## src/rtl/cordic_result_fp_pipe.sv

```systemverilog
// Three-stage valid/ready converter from signed fixed-point (CORDIC x) to IEEE-754 single.
// Optional unit clamp of |value| > 1.0 is enabled by defining CORDIC_FP_CLAMP_UNIT_EN.
module cordic_result_fp_pipe #(
  parameter int WIDTH     = 21,
  parameter int FRAC_BITS = 19
) (
  input  logic             clock,
  input  logic             aclr,
  input  logic             clk_en,
  input  logic             in_valid,
  output logic             in_ready,
  input  logic [WIDTH-1:0] in_data,
  output logic             out_valid,
  input  logic             out_ready,
  output logic [31:0]      out_data
);

  localparam int PW = $clog2(WIDTH);

  logic             w_adv;
  logic [WIDTH-1:0] w_s1_mag;
  logic [PW-1:0]    w_lead_pos;
  logic [4:0]       w_shamt;
  logic [7:0]       w_exp;
  logic [22:0]      w_frac;
  logic [31:0]      w_result;

  logic             r_s1_valid;
  logic             r_s1_sign;
  logic [WIDTH-1:0] r_s1_mag;

  logic             r_s2_valid;
  logic             r_s2_sign;
  logic [WIDTH-1:0] r_s2_mag;
  logic [PW-1:0]    r_s2_pos;
  logic             r_s2_zero;

  logic             r_s3_valid;
  logic [31:0]      r_s3_data;

  // Global stall: every stage moves together, so bubbles are kept in place.
  assign w_adv    = clk_en && (!r_s3_valid || out_ready);
  assign in_ready = w_adv && !aclr;

  // Most-negative input wraps to 2^(WIDTH-1), which is the correct unsigned magnitude.
  assign w_s1_mag = in_data[WIDTH-1] ? -in_data : in_data;

  always_comb begin
    w_lead_pos = '0;
    for (int unsigned i = 0; i < WIDTH; i++) begin
      if (r_s1_mag[i]) w_lead_pos = PW'(i);
    end
  end

  assign w_shamt = 5'd23 - 5'(r_s2_pos);
  assign w_frac  = 23'(24'(r_s2_mag) << w_shamt);
  assign w_exp   = 8'(127 + int'(r_s2_pos) - FRAC_BITS);

`ifdef CORDIC_FP_CLAMP_UNIT_EN
  localparam logic [24:0] UNIT = 25'(1) << FRAC_BITS;
  logic w_over_unit;
  assign w_over_unit = 25'(r_s2_mag) > UNIT;
`endif

  always_comb begin
    w_result = {r_s2_sign, w_exp, w_frac};
`ifdef CORDIC_FP_CLAMP_UNIT_EN
    if (w_over_unit) w_result = {r_s2_sign, 31'h3F80_0000};
`endif
    if (r_s2_zero) w_result = '0;
  end

  always_ff @(posedge clock) begin
    if (aclr) begin
      r_s1_valid <= 1'b0;
      r_s2_valid <= 1'b0;
      r_s3_valid <= 1'b0;
      r_s3_data  <= '0;
    end else if (w_adv) begin
      r_s1_valid <= in_valid;
      r_s2_valid <= r_s1_valid;
      r_s3_valid <= r_s2_valid;
      if (in_valid) begin
        r_s1_sign <= in_data[WIDTH-1];
        r_s1_mag  <= w_s1_mag;
      end
      if (r_s1_valid) begin
        r_s2_sign <= r_s1_sign;
        r_s2_mag  <= r_s1_mag;
        r_s2_pos  <= w_lead_pos;
        r_s2_zero <= (r_s1_mag == '0);
      end
      if (r_s2_valid) r_s3_data <= w_result;
    end
  end

  assign out_valid = r_s3_valid;
  assign out_data  = r_s3_data;

endmodule
```

## config.mk

```make
export PLATFORM = sky130hd
export DESIGN_NAME = cordic_result_fp_pipe
export DESIGN_NICKNAME = d
export VERILOG_FILES = /design/src/rtl/cordic_result_fp_pipe.sv
export SDC_FILE = /design/constraint.sdc
export NUM_CORES = 1
export LEC_CHECK = 0
export ABC_AREA = 1
export BUFFER_PORTS_ARGS = -buffer_cell sky130_fd_sc_hd__buf_2
export CAP_MARGIN = 25
export CORE_MARGIN = 2
export CORE_UTILIZATION = 54
export CTS_BUF_LIST = sky130_fd_sc_hd__clkbuf_2 sky130_fd_sc_hd__clkbuf_4 sky130_fd_sc_hd__clkbuf_8
export DETAILED_ROUTE_END_ITERATION = 12
export GPL_TIMING_DRIVEN = 1
export MAX_ROUTING_LAYER = met4
export PLACE_DENSITY = 0.78
export SLEW_MARGIN = 20
export SYNTH_ARGS = -nofsm -noshare
export SYNTH_HDL_FRONTEND = slang
export SYNTH_SLANG_ARGS = --single-unit
```

## constraint.sdc

```tcl
create_clock -name clock -period 2.34 [get_ports clock]
set_input_delay 0.468 -clock clock [delete_from_list [all_inputs] [get_ports clock]]
set_output_delay 0.468 -clock clock [all_outputs]
set_load 0.01 [all_outputs]
```

==> results of run 1 <==
-- power by group through the flow --
stage,Sequential (W),Combinational (W),Clock [W]
6_report,0.00162,0.000197,0.00113
2_1_floorplan,0.00165,0.000134,0
3_3_place_gp,0.00166,0.000189,0
5_1_grt,0.00163,0.000225,0.00123
4_1_cts,0.00162,0.000198,0.00116
3_5_place_dp,0.00166,0.000197,0
-- logic make-up after synthesis --
group / count (synthesis) / synth area share
flip-flops: 85 / 0.4944
buffers and inverters: 83 / 0.08005
AO/OA/AOI/OAI: 97 / 0.1261
adder cells (fa/ha/maj): 5 / 0.01404
multiplexers: 5 / 0.01124
XOR/XNOR: 18 / 0.03539
AND/OR/NAND/NOR: 248 / 0.2388
-- layout make-up --
type,count,area [um^2]
Sequential cell,85,2202
Inverter,57,216.5
Timing Repair Buffer,71,385.4
Multi-Input combinational cell,373,1901
Clock buffer,10,131.4
Fill cell,729,3038
Clock inverter,6,87.58
Tap cell,105,131.4
-- sequential cells by signal (all words and copies together) (netlist names) --
register	cells
r_s1_valid	1
r_s2_sign	1
out_data	32
r_s2_valid	1
r_s2_mag	21
r_s2_pos	5
out_valid	1
r_s1_mag	21
r_s1_sign	1
r_s2_zero	1
-- Yosys cell counts, types with 2 or more instances --
| master | count |
|---|---|
| xnor2_1 | 5 |
| o22ai_1 | 4 |
| nand2_1 | 157 |
| a31oi_1 | 5 |
| or2_2 | 5 |
| nor3_2 | 3 |
| dfxtp_1 | 35 |
| nor4_1 | 3 |
| clkbuf_1 | 13 |
| o21ai_0 | 21 |
| a21oi_1 | 34 |
| mux2i_1 | 5 |
| nor2_2 | 2 |
| nand3_1 | 28 |
| a22oi_1 | 3 |
| buf_6 | 4 |
| o221ai_1 | 4 |
| o211ai_1 | 11 |
| o21ai_2 | 2 |
| nor2_1 | 34 |
| ha_1 | 5 |
| o21ai_1 | 11 |
| inv_2 | 4 |
| xor2_1 | 13 |
| edfxtp_1 | 50 |
| nor3_1 | 7 |
| inv_1 | 51 |
| nand4_1 | 3 |
| buf_2 | 7 |
| nor2_4 | 3 |
-- how the worst min path moves through the flow --
stage | cells past startpoint | start | endpoint | slack [ns]
after CTS | 1 | in_data[0] | r_s1_mag[0] | 0.29
after floorplan | 0 | r_s1_sign | r_s2_sign | 0.40
after global routing | 1 | in_data[0] | r_s1_mag[0] | 0.29
after global placement | 0 | r_s1_sign | r_s2_sign | 0.41
after detailed placement | 0 | r_s1_sign | r_s2_sign | 0.41
final | 1 | in_data[0] | r_s1_mag[0] | 0.31
-- cells in the final DEF, fill, tap and decap left out, types with 5 or more instances in the layout --
cell	synthesis	final
a21oi_1	34	34
ha_1	5	5
dfxtp_1	35	35
a31oi_1	5	5
edfxtp_1	50	50
nor3_1	7	7
inv_1	51	51
xor2_1	13	13
nor2_1	34	32
buf_2	7	59
o21ai_0	21	21
nand3_1	28	28
mux2i_1	5	5
buf_4	1	12
clkbuf_8	0	9
nand2_1	157	157
o211ai_1	11	11
xnor2_1	5	5
or2_2	5	5
o21ai_1	11	11
-- stage by stage --
stage,instances,area (um^2),utilization
global route,707,5055,0.6246
finish,707,5055,0.6246
global placement,691,4836,0.5976
floorplan,541,4459,-
detailed placement,691,4836,0.5976
CTS,707,5055,0.6246
-- metal layers --
layer / wire length [um] / global-route usage / share of wire
met3: 380 / 0.04709 / 0.042
met1: 3881 / 0.2589 / 0.43
met2: 4461 / 0.3658 / 0.50
met4: 278 / 0.1051 / 0.031
met5: 0 / - / 0
==> flow_metrics.py, run 1 <==
metrics = {
    "critical_path": {
        "cp.depth": 9,
        "critPathKind": "reg2reg",
        "cpPeakStageDelay_ns": 0.77,
        "cp-startpoint": "r_s2_pos[0]",
        "crit_arrival_ns": 2.27,
        "regToRegStartpoint": "r_s2_pos[0]",
        "cp-endpoint": "out_data[19]",
        "cpMaxStageDelayCell": "edfxtp_1",
        "start_kind": "register",
        "regToRegSetupSlack_ns": 0.29,
        "worstSetupEndpointType": "register",
        "path_cells": "inv_4 -> nand2_1 -> nand2_1 -> o21ai_0 -> mux2i_1 -> inv_1 -> o21ai_0 -> o221ai_1 -> a21oi_1",
        "r2r-end": "out_data[19]",
        "cpLargestDelayFamily": "flip-flops",
        "cp.required_ns": 2.57,
        "crit_fanout": 20,
        "critPathBufInv": 2,
        "r2r_cells": 9,
    },
    "die": {
        "dieArea_mm2": 0.008991,
        "start_util": 0.5504,
        "io_pins": 60,
        "dieHeight_um": 94.82,
        "die_w_um": 94.82,
        "core_area_mm2": 0.008093,
        "fp-row-count": 33,
    },
    "clock_network": {
        "post_cts.repair.setup_buffers": 0,
        "cts-root-buf": "clkbuf_8",
        "cts_resized": 0,
        "htree_levels": 3,
        "insertion_delay_ns": 0.35,
        "clock_path_buffers": 2,
        "hold_buffers": 0,
        "cts_tree": "yes",
        "clock-sinks": 85,
        "path_clk_slew_ns": 0.08,
        "cts_buffers": 9,
    },
    "power_and_ir_drop": {
        "comb_power_share": 0.067,
        "p_int_w": 0.002295,
        "switching_share": 0.2233,
        "p_per_area_mw_per_mm2": 584.4,
        "power_w": 0.002954,
        "p_switching_w": 0.0006597,
        "clkPwrFrac": 0.383,
        "vdd_drop_max_mv": 0.2752,
        "power_frac_seq": 0.550,
        "p_leak_nw": 2.155,
    },
    "synth": {
        "yosys.area.top_type": "edfxtp_1",
        "synthCells": 541,
        "synth_cell_types": 39,
        "ys_warn_count": 0,
        "syn-cell-area_mm2": 0.004454,
        "synth-edff-count": 50,
        "avgSynthCellArea_um2": 8.233,
        "ys_ff_latch": 85,
        "yosysTopAreaCellShare": 0.3371,
        "synthTopCellsByArea": "edfxtp_1, dfxtp_1, nand2_1",
        "seq_area_frac_synth": 0.4944,
        "synth_nets": 572,
        "async_reset_ff_frac": 0,
        "synthFlopType": "edfxtp_1",
    },
    "job": {
        "cap_viol_max_count": 0,
    },
    "route": {
        "wl_mm": 9.001,
        "dr_total_vias": 3661,
        "drt_iter0_drc": 166,
        "drc": 0,
        "wl_per_cell_um": 12.73,
        "vias_per_cell": 5.178,
        "ant_nets": 0,
        "drt-pass1-iter-count": 5,
    },
    "worst_hold_path": {
        "hold_path_class": "in2reg",
    },
    "sta": {
        "finalWorstSetupSlack_ns": 0.2905,
        "holdWs_ns": 0.3062,
        "finalMaxSlewViolations": 0,
        "setup_viol": 0,
        "period_share": 0.8759,
        "fin_tns_setup_ns": 0,
        "rsz0062_at_grt": "false",
        "tightest_slew_ns": 0.6452,
        "period_needed_ns": 2.050,
        "hold_viol": 0,
        "maxSlewHeadroom": 0.5699,
        "skew_ns": 0.006978,
        "fmax_mhz": 487.9,
    },
    "layout": {
        "syn2layout_area_growth_pct": 13.48,
        "layout-drive-gt1-share": 0.1827,
        "nets": 628,
        "diodes": 0,
    },
    "grt": {
        "grt_max_degree": 34,
        "grt_pass1_vias": 3345,
        "grt_pass1_wl_mm": 14.97,
        "grt.overflow.total": 0,
        "antenna_found_initial": 0,
        "grt_usage": 0.2218,
    },
    "status": {
        "outcome": "finished, final reports clean",
    },
    "place": {
        "gp_congestion": 0.9129,
        "port_buffers": 59,
        "dp_hpwl_mm": 6.698,
        "pre_cts_ws_ns": 0.1397,
    },
}
(Power assumes the default switching activity.)
==> run 2: changes to the inputs <==
- MAX_ROUTING_LAYER: met4 -> not set
==> run 2 against run 1 <==
Effect of this change: clock power decreased by 8%; global-route usage decreased by 1.7 points; largest cell class unchanged; sequential power about the same; fmax increased by 0.13%.
==> flow_metrics.py, run 2 (same netlist as run 1, synthesis figures left out) <==
metrics = {
    "place": {
        "gp_congestion": 0.8978,
        "port_buffers": 59,
        "pre_cts_ws_ns": 0.1849,
        "dp_hpwl_mm": 6.726,
    },
    "die": {
        "fp-row-count": 33,
        "core_area_mm2": 0.008093,
        "die_w_um": 94.82,
        "dieArea_mm2": 0.008991,
        "dieHeight_um": 94.82,
        "start_util": 0.5504,
        "io_pins": 60,
    },
    "layout": {
        "area.sequential_mm2": 0.002202,
        "layout-drive-gt1-share": 0.1844,
        "syn2layout_area_growth_pct": 13.03,
        "diodes": 0,
        "multiInputGateArea_mm2": 0.001901,
        "largest_reg_flops": 32,
        "final_common_cell": "nand2_1",
        "fill_cells": 740,
        "nets": 628,
        "most-common-layout-cells": "nand2_1, buf_2, inv_1",
        "post-route-util": 0.6221,
    },
    "job": {
        "cap_viol_max_count": 0,
    },
    "sta": {
        "setup_viol": 0,
        "finalMaxSlewViolations": 0,
        "fin_tns_setup_ns": 0,
        "fmax_mhz": 488.6,
        "maxSlewHeadroom": 0.5698,
        "tightest_slew_ns": 0.6453,
        "period_share": 0.8747,
        "hold_viol": 0,
        "holdWs_ns": 0.3066,
        "period_needed_ns": 2.047,
        "skew_ns": 0.01091,
        "rsz0062_at_grt": "false",
        "finalWorstSetupSlack_ns": 0.2932,
    },
    "route": {
        "drc": 0,
        "drt_iter0_drc": 197,
        "wl_mm": 8.720,
        "dr_total_vias": 3674,
        "highest_layer": "met4",
        "met2_wirelength_mm": 4.342,
        "met1Wirelength_mm": 3.854,
        "wl_per_cell_um": 12.33,
        "route.met3.wl_um": 349,
        "ant_nets": 0,
        "drt-pass1-iter-count": 5,
        "vias_per_cell": 5.197,
    },
    "grt": {
        "grt_pass1_wl_mm": 14.22,
        "grt_pass1_vias": 3206,
        "grt_max_degree": 34,
        "grt.overflow.total": 0,
        "grt_usage": 0.2053,
        "antenna_found_initial": 0,
    },
    "critical_path": {
        "critPathBufInv": 2,
        "cpMaxStageDelayCell": "edfxtp_1",
        "cp.required_ns": 2.58,
        "start_kind": "register",
        "worstSetupEndpointType": "register",
        "crit_fanout": 20,
        "cpPeakStageDelay_ns": 0.77,
        "cpLargestDelayFamily": "flip-flops",
        "critPathKind": "reg2reg",
        "crit_arrival_ns": 2.29,
        "path_cells": "inv_4 -> o21ai_2 -> nand2_1 -> o21ai_1 -> mux2i_1 -> inv_1 -> o21ai_0 -> o221ai_1 -> a21oi_1",
    },
    "clock_network": {
        "clock-sinks": 85,
        "post_cts.repair.setup_buffers": 0,
        "htree_levels": 3,
        "cts-root-buf": "clkbuf_8",
        "cts_resized": 0,
        "path_clk_slew_ns": 0.09,
        "insertion_delay_ns": 0.36,
        "hold_buffers": 0,
        "cts_buffers": 9,
        "cts_tree": "yes",
        "clock_path_buffers": 2,
    },
    "power_and_ir_drop": {
        "p_leak_nw": 2.145,
        "p_per_area_mw_per_mm2": 568.6,
        "vdd_drop_max_mv": 0.3504,
    },
    "worst_hold_path": {
        "hold_path_class": "in2reg",
    },
    "status": {
        "outcome": "finished, final reports clean",
    },
}
==> run 2: changes by cell type in the layout (fill, tap and decap cells not counted) <==
cell / previous run / this run
inv_8: 0 / 1
clkinv_1: 2 / 1
bufinv_16: 2 / 1
clkinv_4: 0 / 1
inv_6: 1 / 0
clkinv_2: 0 / 1
clkinvlp_2: 0 / 1
clkbuf_4: 1 / 0
==> run 2: worst paths after layout <==
check / startpoint / slack, ns / end / depth (start not counted)
worst min register to register: r_s1_sign / 0.43 / r_s2_sign / 0
worst min-delay path: in_data[0] / 0.31 / r_s1_mag[0] / 1
worst max register to register: r_s2_pos[0] / 0.29 / out_data[19] / 9
worst max-delay path: r_s2_pos[0] / 0.29 / out_data[19] / 9
==> run 2: metrics by stage <==
step                      cells  instance area (um^2)  power (W)
final                       707                  5035   0.002863
after CTS                   707                  5035   0.002878
after detailed placement    691                  4836   0.001854
after floorplan             541                  4459   0.001788
after global routing        707                  5035   0.002968
after global placement      691                  4836   0.001846
==> run 2: power by group <==
part / internal (W) / switching, W
Clock: 0.000497 / 0.000546
Sequential: 0.00161 / 0.0000150
Combinational: 0.0000720 / 0.000123
Total: 0.00218 / 0.000684
==> run 2: worst reg2reg max path, cell delays in order, from the launching register on <==
cell and delay (ns):
edfxtp_1 0.77, inv_4 0.19, o21ai_2 0.21, nand2_1 0.06, o21ai_1 0.13, mux2i_1 0.10
inv_1 0.11, o21ai_0 0.09, o221ai_1 0.18, a21oi_1 0.08
==> run 2: cell type report <==
| cell class | instances | area share |
|---|---|---|
| Tap cell | 105 | 0.02609 |
| Clock inverter | 7 | 0.01491 |
| Clock buffer | 9 | 0.02460 |
| Timing Repair Buffer | 71 | 0.07654 |
| Multi-Input combinational cell | 373 | 0.3775 |
| Inverter | 57 | 0.04299 |
| Sequential cell | 85 | 0.4374 |
==> run 2: routing by layer <==
| metal | vias up | track usage |
|---|---|---|
| met1 | 1643 | 0.2460 |
| met4 | 0 | 0.09058 |
| met5 | - | 0 |
| li1 | 1919 | - |
| met2 | 98 | 0.3558 |
| met3 | 14 | 0.04230 |
